[config.mk]
export PLATFORM = sky130hd
export DESIGN_NAME = lint_l2_bank_router_flat
export DESIGN_NICKNAME = d
export VERILOG_FILES = /design/src/rtl/lint_l2_pkg.sv /design/src/rtl/lint_l2_bank_router_if.sv /design/src/rtl/lint_l2_addr_dec.sv /design/src/rtl/lint_l2_bank_router.sv /design/src/flat_wrapper.sv
export SDC_FILE = /design/constraint.sdc
export NUM_CORES = 1
export LEC_CHECK = 0
export CAP_MARGIN = 20
export CORE_MARGIN = 3
export CORE_UTILIZATION = 30
export DETAILED_ROUTE_END_ITERATION = 12
export PLACE_DENSITY = 0.77
export SLEW_MARGIN = 20
export SYNTH_ARGS = -nofsm -noshare
export SYNTH_HDL_FRONTEND = slang
export SYNTH_SLANG_ARGS = --single-unit
[constraint.sdc]
create_clock -name clk_i -period 3.6 [get_ports clk_i]
set_clock_uncertainty 0.05 [all_clocks]
set_input_delay 0.36 -clock clk_i [delete_from_list [all_inputs] [get_ports clk_i]]
set_output_delay 0.36 -clock clk_i [all_outputs]
set_load 0.005 [all_outputs]
[src/rtl/lint_l2_pkg.sv]
// lint_l2_pkg: shared types and constants for the lint-to-L2 bank router
// Provides the FSM state enum, the issue/response register structs and the
// default error read pattern. Struct fields are sized for the largest supported
// geometry; the router uses only the low bits it needs.
package lint_l2_pkg;
    typedef enum logic {INIT, RUN} state_e;
    localparam int MAX_BANK_W = 8;
    localparam int MAX_ROW_W  = 24;
    localparam logic [31:0] DEF_ERR_RDATA = 32'hBADACCE5;
    typedef struct packed {
        logic                  valid;
        logic [MAX_BANK_W-1:0] bank;
        logic [MAX_ROW_W-1:0]  row;
        logic                  wen;
        logic [31:0]           wdata;
        logic [3:0]            be;
        logic                  oor;
    } iss_t;
    typedef struct packed {
        logic                  valid;
        logic [MAX_BANK_W-1:0] bank;
        logic                  wen;
        logic                  oor;
    } rsp_t;
endpackage

[src/rtl/lint_l2_bank_router_if.sv]
// lint_l2_bank_router_if: single-word lint/TCDM request-response bus
// Ports (master view): req/add/wen/wdata/be out, gnt in;
// r_valid/r_rdata/r_opc in. wen=1 is a read, r_opc=1 flags an error response.
interface lint_l2_bank_router_if #(
    parameter int ADDR_W = 32
);
    logic              req;
    logic              gnt;
    logic [ADDR_W-1:0] add;
    logic              wen;
    logic [31:0]       wdata;
    logic [3:0]        be;
    logic              r_valid;
    logic [31:0]       r_rdata;
    logic              r_opc;
    modport master (output req, add, wen, wdata, be, input gnt, r_valid, r_rdata, r_opc);
    modport slave  (input req, add, wen, wdata, be, output gnt, r_valid, r_rdata, r_opc);
endinterface

[src/rtl/lint_l2_addr_dec.sv]
// lint_l2_addr_dec: word-interleaved bank/row decode with range check
// Ports: add_i byte address in; bank_o bank index, row_o row within bank,
// oor_o set when the word index lies beyond NB_BANKS*BANK_SIZE.
module lint_l2_addr_dec
    import lint_l2_pkg::*;
#(
    parameter int NB_BANKS  = 4,
    parameter int BANK_SIZE = 32768,
    parameter int ADDR_W    = 32,
    localparam int BW = $clog2(NB_BANKS),
    localparam int RW = $clog2(BANK_SIZE)
) (
    input  logic [ADDR_W-1:0] add_i,
    output logic [BW-1:0]     bank_o,
    output logic [RW-1:0]     row_o,
    output logic              oor_o
);
    logic [ADDR_W-3:0] w;
    logic              unused_lsb;
    assign w          = add_i[ADDR_W-1:2];
    assign unused_lsb = ^add_i[1:0];
    assign bank_o     = w[BW-1:0];
    assign row_o      = RW'(w >> BW);
    // Any word-index bit above bank+row means the address is past the last bank row.
    assign oor_o      = (w >> (BW + RW)) != '0;
endmodule

[src/rtl/lint_l2_bank_router.sv]
// lint_l2_bank_router: lint slave driving word-interleaved multi-bank L2 SRAM
// Ports: clk_i/rst_i clock and async active-high reset; lint slave bus;
// bank_csn_o per-bank active-low select; bank_wen_o/addr/wdata/be shared bank
// command; bank_rdata_i per-bank read data one cycle after select;
// init_done_o high once the zero sweep has finished and requests are granted.
module lint_l2_bank_router
    import lint_l2_pkg::*;
#(
    parameter int          NB_BANKS      = 4,
    parameter int          BANK_SIZE     = 32768,
    parameter int          ADDR_W        = 32,
    parameter bit          INIT_ON_RESET = 1'b1,
    parameter logic [31:0] ERR_RDATA     = DEF_ERR_RDATA,
    localparam int BW = $clog2(NB_BANKS),
    localparam int RW = $clog2(BANK_SIZE)
) (
    input  logic                     clk_i,
    input  logic                     rst_i,
    lint_l2_bank_router_if.slave     lint,
    output logic [NB_BANKS-1:0]      bank_csn_o,
    output logic                     bank_wen_o,
    output logic [RW-1:0]            bank_addr_o,
    output logic [31:0]              bank_wdata_o,
    output logic [3:0]               bank_be_o,
    input  logic [NB_BANKS*32-1:0]   bank_rdata_i,
    output logic                     init_done_o
);
    state_e        state_q, state_d;
    logic [RW-1:0] cnt_q, cnt_d;
    logic          armed_q, armed_d;
    logic          init_done_q, init_done_d;
    iss_t          iss_q, iss_d;
    rsp_t          rsp_q, rsp_d;
    logic [BW-1:0] dec_bank;
    logic [RW-1:0] dec_row;
    logic          dec_oor;
    logic          sweep;
    logic [31:0]   rd_sel;
    logic          unused_hi;

    lint_l2_addr_dec #(.NB_BANKS(NB_BANKS), .BANK_SIZE(BANK_SIZE), .ADDR_W(ADDR_W)) u_dec (
        .add_i  (lint.add),
        .bank_o (dec_bank),
        .row_o  (dec_row),
        .oor_o  (dec_oor)
    );

    // The sweep starts one cycle after reset release so every select stays high while in reset.
    assign sweep     = state_q == INIT && armed_q;
    assign lint.gnt  = lint.req && state_q == RUN;
    assign unused_hi = ^{iss_q.bank[MAX_BANK_W-1:BW], iss_q.row[MAX_ROW_W-1:RW], rsp_q.bank[MAX_BANK_W-1:BW]};

    always_comb begin
        state_d       = state_q;
        cnt_d         = cnt_q;
        armed_d       = 1'b1;
        iss_d         = '0;
        iss_d.valid   = lint.gnt;
        iss_d.bank    = MAX_BANK_W'(dec_bank);
        iss_d.row     = MAX_ROW_W'(dec_row);
        iss_d.wen     = lint.wen;
        iss_d.wdata   = lint.wdata;
        iss_d.be      = lint.be;
        iss_d.oor     = dec_oor;
        rsp_d.valid   = iss_q.valid;
        rsp_d.bank    = iss_q.bank;
        rsp_d.wen     = iss_q.wen;
        rsp_d.oor     = iss_q.oor;
        if (sweep) begin
            cnt_d = cnt_q + 1'b1;
            if (cnt_q == RW'(BANK_SIZE - 1)) state_d = RUN;
        end
        init_done_d   = state_d == RUN;
    end

    always_ff @(posedge clk_i or posedge rst_i) begin
        if (rst_i) begin
            state_q     <= INIT_ON_RESET ? INIT : RUN;
            cnt_q       <= '0;
            armed_q     <= 1'b0;
            init_done_q <= 1'b0;
            iss_q       <= '0;
            rsp_q       <= '0;
        end else begin
            state_q     <= state_d;
            cnt_q       <= cnt_d;
            armed_q     <= armed_d;
            init_done_q <= init_done_d;
            iss_q       <= iss_d;
            rsp_q       <= rsp_d;
        end
    end

    assign bank_csn_o   = sweep ? '0 : (iss_q.valid && !iss_q.oor) ? ~(NB_BANKS'(1) << iss_q.bank[BW-1:0]) : '1;
    assign bank_wen_o   = sweep ? 1'b0 : iss_q.wen;
    assign bank_addr_o  = sweep ? cnt_q : iss_q.row[RW-1:0];
    assign bank_wdata_o = sweep ? 32'h0 : iss_q.wdata;
    assign bank_be_o    = sweep ? 4'hF : iss_q.be;
    assign init_done_o  = init_done_q;

    // Bank data is live in the response cycle, so the mux uses the bank index carried in rsp_q.
    assign rd_sel       = 32'(bank_rdata_i >> {rsp_q.bank[BW-1:0], 5'd0});
    assign lint.r_valid = rsp_q.valid;
    assign lint.r_opc   = rsp_q.valid && rsp_q.oor;
    assign lint.r_rdata = (!rsp_q.valid || !rsp_q.wen) ? 32'h0 : rsp_q.oor ? ERR_RDATA : rd_sel;
endmodule

[src/flat_wrapper.sv]
// flat-port wrapper written by rule: the top's interface ports become plain ports
module lint_l2_bank_router_flat import lint_l2_pkg::*;
#(
    parameter int          NB_BANKS      = 4,
    parameter int          BANK_SIZE     = 32768,
    parameter int          ADDR_W        = 32,
    parameter bit          INIT_ON_RESET = 1'b1,
    parameter logic [31:0] ERR_RDATA     = DEF_ERR_RDATA,
    localparam int BW = $clog2(NB_BANKS),
    localparam int RW = $clog2(BANK_SIZE)
)
  (clk_i, rst_i, bank_csn_o, bank_wen_o, bank_addr_o, bank_wdata_o, bank_be_o, bank_rdata_i, init_done_o, lint_req, lint_add, lint_wen, lint_wdata, lint_be, lint_gnt, lint_r_valid, lint_r_rdata, lint_r_opc);
  lint_l2_bank_router_if #(.ADDR_W(ADDR_W)) lint_i ();
  input  logic clk_i;
  input  logic rst_i;
  output logic [NB_BANKS-1:0] bank_csn_o;
  output logic bank_wen_o;
  output logic [RW-1:0] bank_addr_o;
  output logic [31:0] bank_wdata_o;
  output logic [3:0] bank_be_o;
  input  logic [NB_BANKS*32-1:0] bank_rdata_i;
  output logic init_done_o;
  input wire logic [$bits(lint_i.req)-1:0] lint_req;
  input wire logic [$bits(lint_i.add)-1:0] lint_add;
  input wire logic [$bits(lint_i.wen)-1:0] lint_wen;
  input wire logic [$bits(lint_i.wdata)-1:0] lint_wdata;
  input wire logic [$bits(lint_i.be)-1:0] lint_be;
  output wire logic [$bits(lint_i.gnt)-1:0] lint_gnt;
  output wire logic [$bits(lint_i.r_valid)-1:0] lint_r_valid;
  output wire logic [$bits(lint_i.r_rdata)-1:0] lint_r_rdata;
  output wire logic [$bits(lint_i.r_opc)-1:0] lint_r_opc;
  assign lint_i.req = lint_req;
  assign lint_i.add = lint_add;
  assign lint_i.wen = lint_wen;
  assign lint_i.wdata = lint_wdata;
  assign lint_i.be = lint_be;
  assign lint_gnt = lint_i.gnt;
  assign lint_r_valid = lint_i.r_valid;
  assign lint_r_rdata = lint_i.r_rdata;
  assign lint_r_opc = lint_i.r_opc;
  lint_l2_bank_router #(.NB_BANKS(NB_BANKS), .BANK_SIZE(BANK_SIZE), .ADDR_W(ADDR_W), .INIT_ON_RESET(INIT_ON_RESET), .ERR_RDATA(ERR_RDATA)) u_core (.clk_i(clk_i), .rst_i(rst_i), .lint(lint_i), .bank_csn_o(bank_csn_o), .bank_wen_o(bank_wen_o), .bank_addr_o(bank_addr_o), .bank_wdata_o(bank_wdata_o), .bank_be_o(bank_be_o), .bank_rdata_i(bank_rdata_i), .init_done_o(init_done_o));
endmodule
==> results of run 1 <==
per-layer routing:
layer / up-vias / share of wire (%)
met5: - / 0
met4: 0 / 2.8
met3: 24 / 10
met2: 192 / 50
met1: 1723 / 37
li1: 1668 / -
state kept, by name (all words and copies together) (netlist names):
signal               cells
u_core.rsp_q             4
u_core.lint.r_valid      1
u_core.cnt_q            15
u_core.iss_q            56
u_core.armed_q           1
u_core.state_q           1
metrics by stage:
stage | cells | instance area (um2) | hold slack [ns]
floorplan | 327 | 3850 | 0.296
global placement | 769 | 6880 | 0.301
detailed placement | 769 | 6880 | 0.306
CTS | 785 | 7180 | 0.323
global route | 787 | 7190 | 0.326
finish | 787 | 7190 | 0.317
placed cells by master, fill, tap and decap left out, drive strengths merged:
cell | Yosys | routed
bufinv | 0 | 1
clkinv | 0 | 5
a41o | 1 | 1
nand4 | 7 | 7
diode | 0 | 2
and2 | 36 | 36
inv | 4 | 3
and2b | 1 | 1
a21oi | 2 | 2
mux4 | 32 | 32
buf | 10 | 5
and3 | 1 | 1
clkdlybuf4s50 | 0 | 289
nand3 | 3 | 3
nor3 | 2 | 2
or2 | 2 | 2
a31oi | 2 | 2
clkinvlp | 0 | 1
nand2b | 6 | 6
conb | 1 | 1
nand3b | 1 | 1
ha | 1 | 1
clkbuf | 10 | 10
nand2 | 54 | 54
nor2b | 13 | 13
xnor2 | 12 | 12
nor2 | 43 | 43
xor2 | 2 | 2
nor4 | 3 | 3
dfrtp | 78 | 78
power breakdown:
group	switching (mW)	internal [mW]
sequential	0.0646	0.944
combinational	0.176	0.377
clock	0.342	0.553
logic make-up (layout without fill, tap and decap cells):
kind of cell	after synthesis	after routing
and+or+nand+nor	172	172
DFF	78	78
muxes	32	32
buffers and inverters	24	314
xor gates and xnor gates	14	14
AOI/OAI and AO/OA	5	5
adders and majority gates	1	1
other	1	3
final timing paths:
kind | slack (ns) | end | from
worst max-delay path | 0.78 | lint_r_rdata[4] | u_core.rsp_q[2]
worst min-delay path | 0.32 | u_core.rsp_q[0] | u_core.iss_q[0]
worst max register to register | 1.53 | u_core.cnt_q[13] | u_core.state_q
worst min register to register | 0.32 | u_core.rsp_q[0] | u_core.iss_q[0]
max in group asynchronous | 2.17 | u_core.cnt_q[12] | rst_i
min in group asynchronous | 0.46 | u_core.iss_q[8] | rst_i
layout make-up:
type	instances	area (um2)
fillers	1063	5070
well taps	168	210
clock buffers	10	239
multi-input cells	225	1770
inverters	4	16.3
diodes	2	5.00
flip-flops and latches	78	1950
repair buffers	294	2930
clock inverters	6	61.3
==> summary.md, run 1 <==
| Metric | Value |
|---|---|
| Result of the run | finished clean |
| Global routing usage summed across all routing layers | 21.1% |
| Number of global-route vias before repair | 3912 |
| Global Route met1 Usage | 23.5% |
| Clock transition at the registers of the reported paths | 0.05 ns |
| Die area | 14200 um2 |
| Number of antenna violations at the first check in global routing | 2 |
| Number of setup violations in the final report | 0 |
| Clk_lat worst skew | 0.33 ns |
| Clk root buf | clkbuf_16 |
| Routed length per instance | 19.0 um |
| HPWL Detailed | 12.1 mm |
| Nets | 813 |
| Vias per cell | 4.58 |
| Longest individual stage delay on the worst path | 0.59 ns |
| Number of cells on the worst hold path | 0 |
| Count of input and output buffers | 289 |
| Vias post-DR | 3607 |
| Upper clock frequency limit | 355 MHz |
| Number of cell instances on the worst register-to-register path | 4 |
| CTS H-Tree Depth | 3 |
| Worst vdd ir | 0.304 mV |
| Cell count after synthesis | 327 |
| Fraction of registers with async set/reset | 100% |
| Number of max-cap violations | 0 |
| Final Hold Viols | 0 |
| Met3 track demand over resource | 8.88% |
| Critical path required time | 3.19 ns |
| Final standard cell utilization of the core | 58.6% |
| 1st-iter DRT viols | 210 |
| RD Place Congestion | 0.994 |
| Critical Path End Type | output port |
| Total power divided by cell area | 342 nW/um2 |
| Post-CTS Setup Bufs | 0 |
| Data arrival time at the worst-slack endpoint | 2.41 ns |
| Unrepaired setup endpoints after global routing | no |
| Number of clock sinks | 78 |
| Sequential-to-total area share from yosys stat | 50.7% |
| Core Rows | 40 |
| Remaining routing DRC violations | 0 |
| Global-route wire length before repair | 22.9 mm |
| Total length of routed wires | 14.9 mm |
| Synthesized Nets | 528 |
| EDFF count, synth | 0 |
| Synthesized cell area | 3850 um2 |
| Post-layout min period | 2.82 ns |
| Average cell area after synthesis | 11.8 um2 |
| Remaining antenna violation count | 0 |
| Leakage | 2.92 nW |
| Setup tns final | 0 ns |
| Top cell type's share of synthesized area | 50.7% |
| Global Route met2 Usage | 36.2% |
| Core region area | 12300 um2 |
| Starting density of the core | 31.4% |
| Ports | 292 |
| Actual transition at the worst max-transition pin | 0.966 ns |
| Most frequent cell after synthesis | dfrtp_1 |
| Pin count of the biggest net entering global routing | 56 |
| Post-route clock period utilization | 78.3% |
| Crit-path slowest cell | dfrtp_2 |
| TritonCTS Buffers | 9 |
| Number of synthesized register bits | 78 |
| Most used routing layer in global routing | met2 |
| Floorplan die width | 119 um |
| Share of cells above drive strength 1 | 10.2% |
| Cell types occupying the most area after synthesis | dfrtp_1 51%, mux4_2 19%, and2_1 5.9% |
| Overall power | 2.46 mW |
| Leading post-synthesis cells by instance count | 78 x dfrtp_1, 54 x nand2_1, 43 x nor2_1, 36 x and2_1, 32 x mux4_2 |
| Slew Limit Headroom | 35.6% |
| CP startpoint kind | flip-flop |
| Number of hold buffers added after CTS | 0 |
| GRT overflow | 0 |
| Leading register cell type out of synthesis | dfrtp_1 |
| Number of gates resized after CTS | 0 |
| Portion of netlist area occupied by mux cells | 18.7% |
| Number of distinct library cell variants in the gate-level netlist after synthesis | 31 |
| Worst setup slack after placement | 1.08 ns |
| Adder-cell share of the synthesized area | 0.325% |
| Maximum fanout along the worst path | 12 |
| Gate family responsible for the most delay along the worst path | buffers and inverters |
| Category of the critical setup timing path | flip-flop to output port |
| Type of the worst min-delay path | flip-flop to flip-flop |
| Clock buffer depth | 2 |
| Levels on crit path | 4 |
| Area fraction in compound gates after synthesis | 0.846% |
| CTS tree | built |
| Setup WS post-layout | 0.780 ns |
| Combinational family with the most area after synthesis | simple AND/OR/NAND/NOR gates |
| TritonRoute pass-1 iters | 4 |
| Number of buffer and inverter instances along the worst setup path | 2 |
| YS warnings | 0 |
| Area added between synthesis and finish | 86.8% |
| Library cell with the largest summed area after synthesis | dfrtp_1 |
| Final max-slew violation count | 0 |
| Simple-gate share of the synthesized area | 22.8% |
| Cells along the critical path | buf_4, mux4_2, nor2b_1, clkdlybuf4s50_1 |
| Xor/xnor cell area share of the yosys netlist | 3.19% |
| Vertical die dimension | 119 um |
No activity file was read; power rests on OpenSTA's default activity.
==> inputs of run 2 (changes only) <==
==> constraint.sdc (replaced) <==
create_clock -name clk_i -period 2.8 [get_ports clk_i]
set_clock_uncertainty 0.05 [all_clocks]
set_input_delay 0.28 -clock clk_i [delete_from_list [all_inputs] [get_ports clk_i]]
set_output_delay 0.28 -clock clk_i [all_outputs]
set_load 0.005 [all_outputs]
==> run 2 against run 1 <==
  * Final cell count is 0.51% higher
  * Worst setup slack worse by 0.59 ns
  * Via count is 1.4% higher
  * Sequential cell count stayed put
  * Die area stayed put
  * Register-to-register slack worse by 0.68 ns
  * Wire length is 0.50% higher
  * Sequential share of layout area is 0.31 points lower
  * Global-route usage is 0.061 points higher
  * Count of clock-buffer cells in the layout is 3 higher
  * Critical endpoint is now lint_r_rdata[19]
  * Highest routed layer unchanged
==> summary.md, run 2 (synthesis results as in run 1) <==
| Metric | Value |
|---|---|
| Result of the run | finished clean |
| Slew Limit Headroom | 50.2% (+15 points) |
| Worst setup slack after placement | 0.493 ns (-0.588 ns) |
| CTS tree | built |
| RD Place Congestion | 0.994 (unchanged) |
| Number of gates resized after CTS | 0 (unchanged) |
| CP startpoint kind | flip-flop |
| Critical path required time | 2.47 ns (-0.72 ns) |
| Global routing usage summed across all routing layers | 21.2% (+0.061 points) |
| Maximum fanout along the worst path | 10 (-2) |
| Register bank with the most flops | u_core.iss_q |
| Remaining routing DRC violations | 0 (unchanged) |
| Number of hold buffers added after CTS | 0 (unchanged) |
| Nets | 817 (+0.49%) |
| Post-route clock period utilization | 93.2% |
| Largest registers | u_core.iss_q: 56 flops, u_core.cnt_q: 15 flops, u_core.rsp_q: 4 flops |
| Vias per cell | 4.62 (+0.87%) |
| Floorplan die width | 119 um (unchanged) |
| Area added between synthesis and finish | 88.9% |
| Clk root buf | clkbuf_16 |
| Core region area | 12300 um2 (unchanged) |
| Core Rows | 40 (unchanged) |
| Post-layout min period | 2.61 ns |
| GRT overflow | 0 (unchanged) |
| Worst vdd ir | 0.342 mV (+13%) |
| Unrepaired setup endpoints after global routing | no |
| Leakage | 2.96 nW (+1.2%) |
| Setup WS post-layout | 0.191 ns (-0.589 ns) |
| Final standard cell utilization of the core | 59.3% (+0.67 points) |
| Remaining antenna violation count | 0 (unchanged) |
| HPWL Detailed | 12.4 mm (+2.5%) |
| Final max-slew violation count | 0 (unchanged) |
| Count of input and output buffers | 289 (unchanged) |
| Largest register FFs | 56 (unchanged) |
| Final Hold Viols | 0 (unchanged) |
| Total length of routed wires | 15.0 mm (+0.50%) |
| Critical Path End Type | output port |
| TritonCTS Buffers | 9 (unchanged) |
| Routed length per instance | 19.0 um (about the same) |
| Post-CTS Setup Bufs | 0 (unchanged) |
| Number of global-route vias before repair | 3919 (+0.18%) |
| Total placed instance area | 6960 um2 (+1.2%) |
| Total power divided by cell area | 439 nW/um2 (+28%) |
| Top library cells by usage in the layout, fill and taps aside | 289 x clkdlybuf4s50_1, 77 x dfrtp_1, 54 x nand2_1 |
| Die area | 14200 um2 (unchanged) |
| Category of the critical setup timing path | flip-flop to output port |
| Ports | 292 (unchanged) |
| Actual transition at the worst max-transition pin | 0.746 ns (-0.220 ns) |
| Global-route wire length before repair | 23.2 mm (+1.1%) |
| Vertical die dimension | 119 um (unchanged) |
| Number of setup violations in the final report | 0 (unchanged) |
| Number of fillers in the final layout | 1014 (-4.6%) |
| Clock transition at the registers of the reported paths | 0.05 ns (about the same) |
| TritonRoute pass-1 iters | 5 (+1) |
| Vias post-DR | 3657 (+1.4%) |
| Setup tns final | 0 ns (unchanged) |
| Area of all placed cells without fillers | 7270 um2 (+1.1%) |
| Number of clock sinks | 78 (unchanged) |
| 1st-iter DRT viols | 189 (-10%) |
| Clock buffer depth | 2 (unchanged) |
| Share of cells above drive strength 1 | 10.5% (+0.26 points) |
| CTS H-Tree Depth | 3 (unchanged) |
| Starting density of the core | 31.4% (unchanged) |
| Number of max-cap violations | 0 (unchanged) |
| Clk_lat worst skew | 0.33 ns (about the same) |
| Number of antenna violations at the first check in global routing | 1 (-1) |
| Data arrival time at the worst-slack endpoint | 2.28 ns (-0.13 ns) |
| Upper clock frequency limit | 383 MHz |
| Leading cell type in the layout, fill and taps excluded | clkdlybuf4s50_1 |
| Type of the worst min-delay path | flip-flop to flip-flop |
| Pin count of the biggest net entering global routing | 44 (-21%) |
-- run 2: through the flow --
stage	total power [mW]	hold slack (ns)	instances
2_1_floorplan	1.58	0.261	327
3_5_place_dp	2.05	0.303	773
3_3_place_gp	2.03	0.302	773
6_report	3.19	0.314	791
5_1_grt	3.36	0.318	791
4_1_cts	3.23	0.315	789
-- run 2: final timing paths --
path                                        from          endpoint  slack, ns  cells past startpoint
worst max-delay path             u_core.rsp_q[2]  lint_r_rdata[19]       0.19                      5
worst max register to register    u_core.state_q   u_core.cnt_q[7]       0.85                      5
max in group asynchronous                  rst_i   u_core.iss_q[9]       1.72                      3
min in group asynchronous                  rst_i  u_core.iss_q[10]       0.34                      2
worst min-delay path            u_core.iss_q[37]   u_core.rsp_q[1]       0.31                      0
worst min register to register  u_core.iss_q[37]   u_core.rsp_q[1]       0.31                      0
-- run 2: worst max-delay path, cell delays in order, from the launching register on --
cell and delay (ns):
dfrtp_2 0.51, buf_4 0.28, mux4_2 0.54, nor2_1 0.12, nor2_1 0.05, clkdlybuf4s50_1 0.46
-- run 2: metal layers --
metal	up-vias	GRT usage (%)	wire (um)
met5	-	0	0
met4	0	10.6	635
met3	39	8.78	1680
met2	215	34.9	7350
met1	1722	23.6	5340
li1	1681	-	-
-- run 2: cell type report --
| cell class | instances | area [um2] | share of cell area (%) |
|---|---|---|---|
| repair buffers | 298 | 3010 | 41.4 |
| flip-flops and latches | 78 | 1950 | 26.9 |
| multi-input cells | 225 | 1770 | 24.4 |
| clock buffers | 13 | 260 | 3.58 |
| well taps | 168 | 210 | 2.89 |
| clock inverters | 3 | 42.5 | 0.585 |
| inverters | 4 | 16.3 | 0.224 |
| diodes | 2 | 5.00 | 0.0688 |
-- run 2: where the power goes --
| part | internal (mW) | leakage [nW] | switching [mW] |
|---|---|---|---|
| Combinational | 0.496 | 1.88 | 0.230 |
| Sequential | 1.21 | 0.933 | 0.0852 |
| Clock | 0.738 | 0.146 | 0.427 |
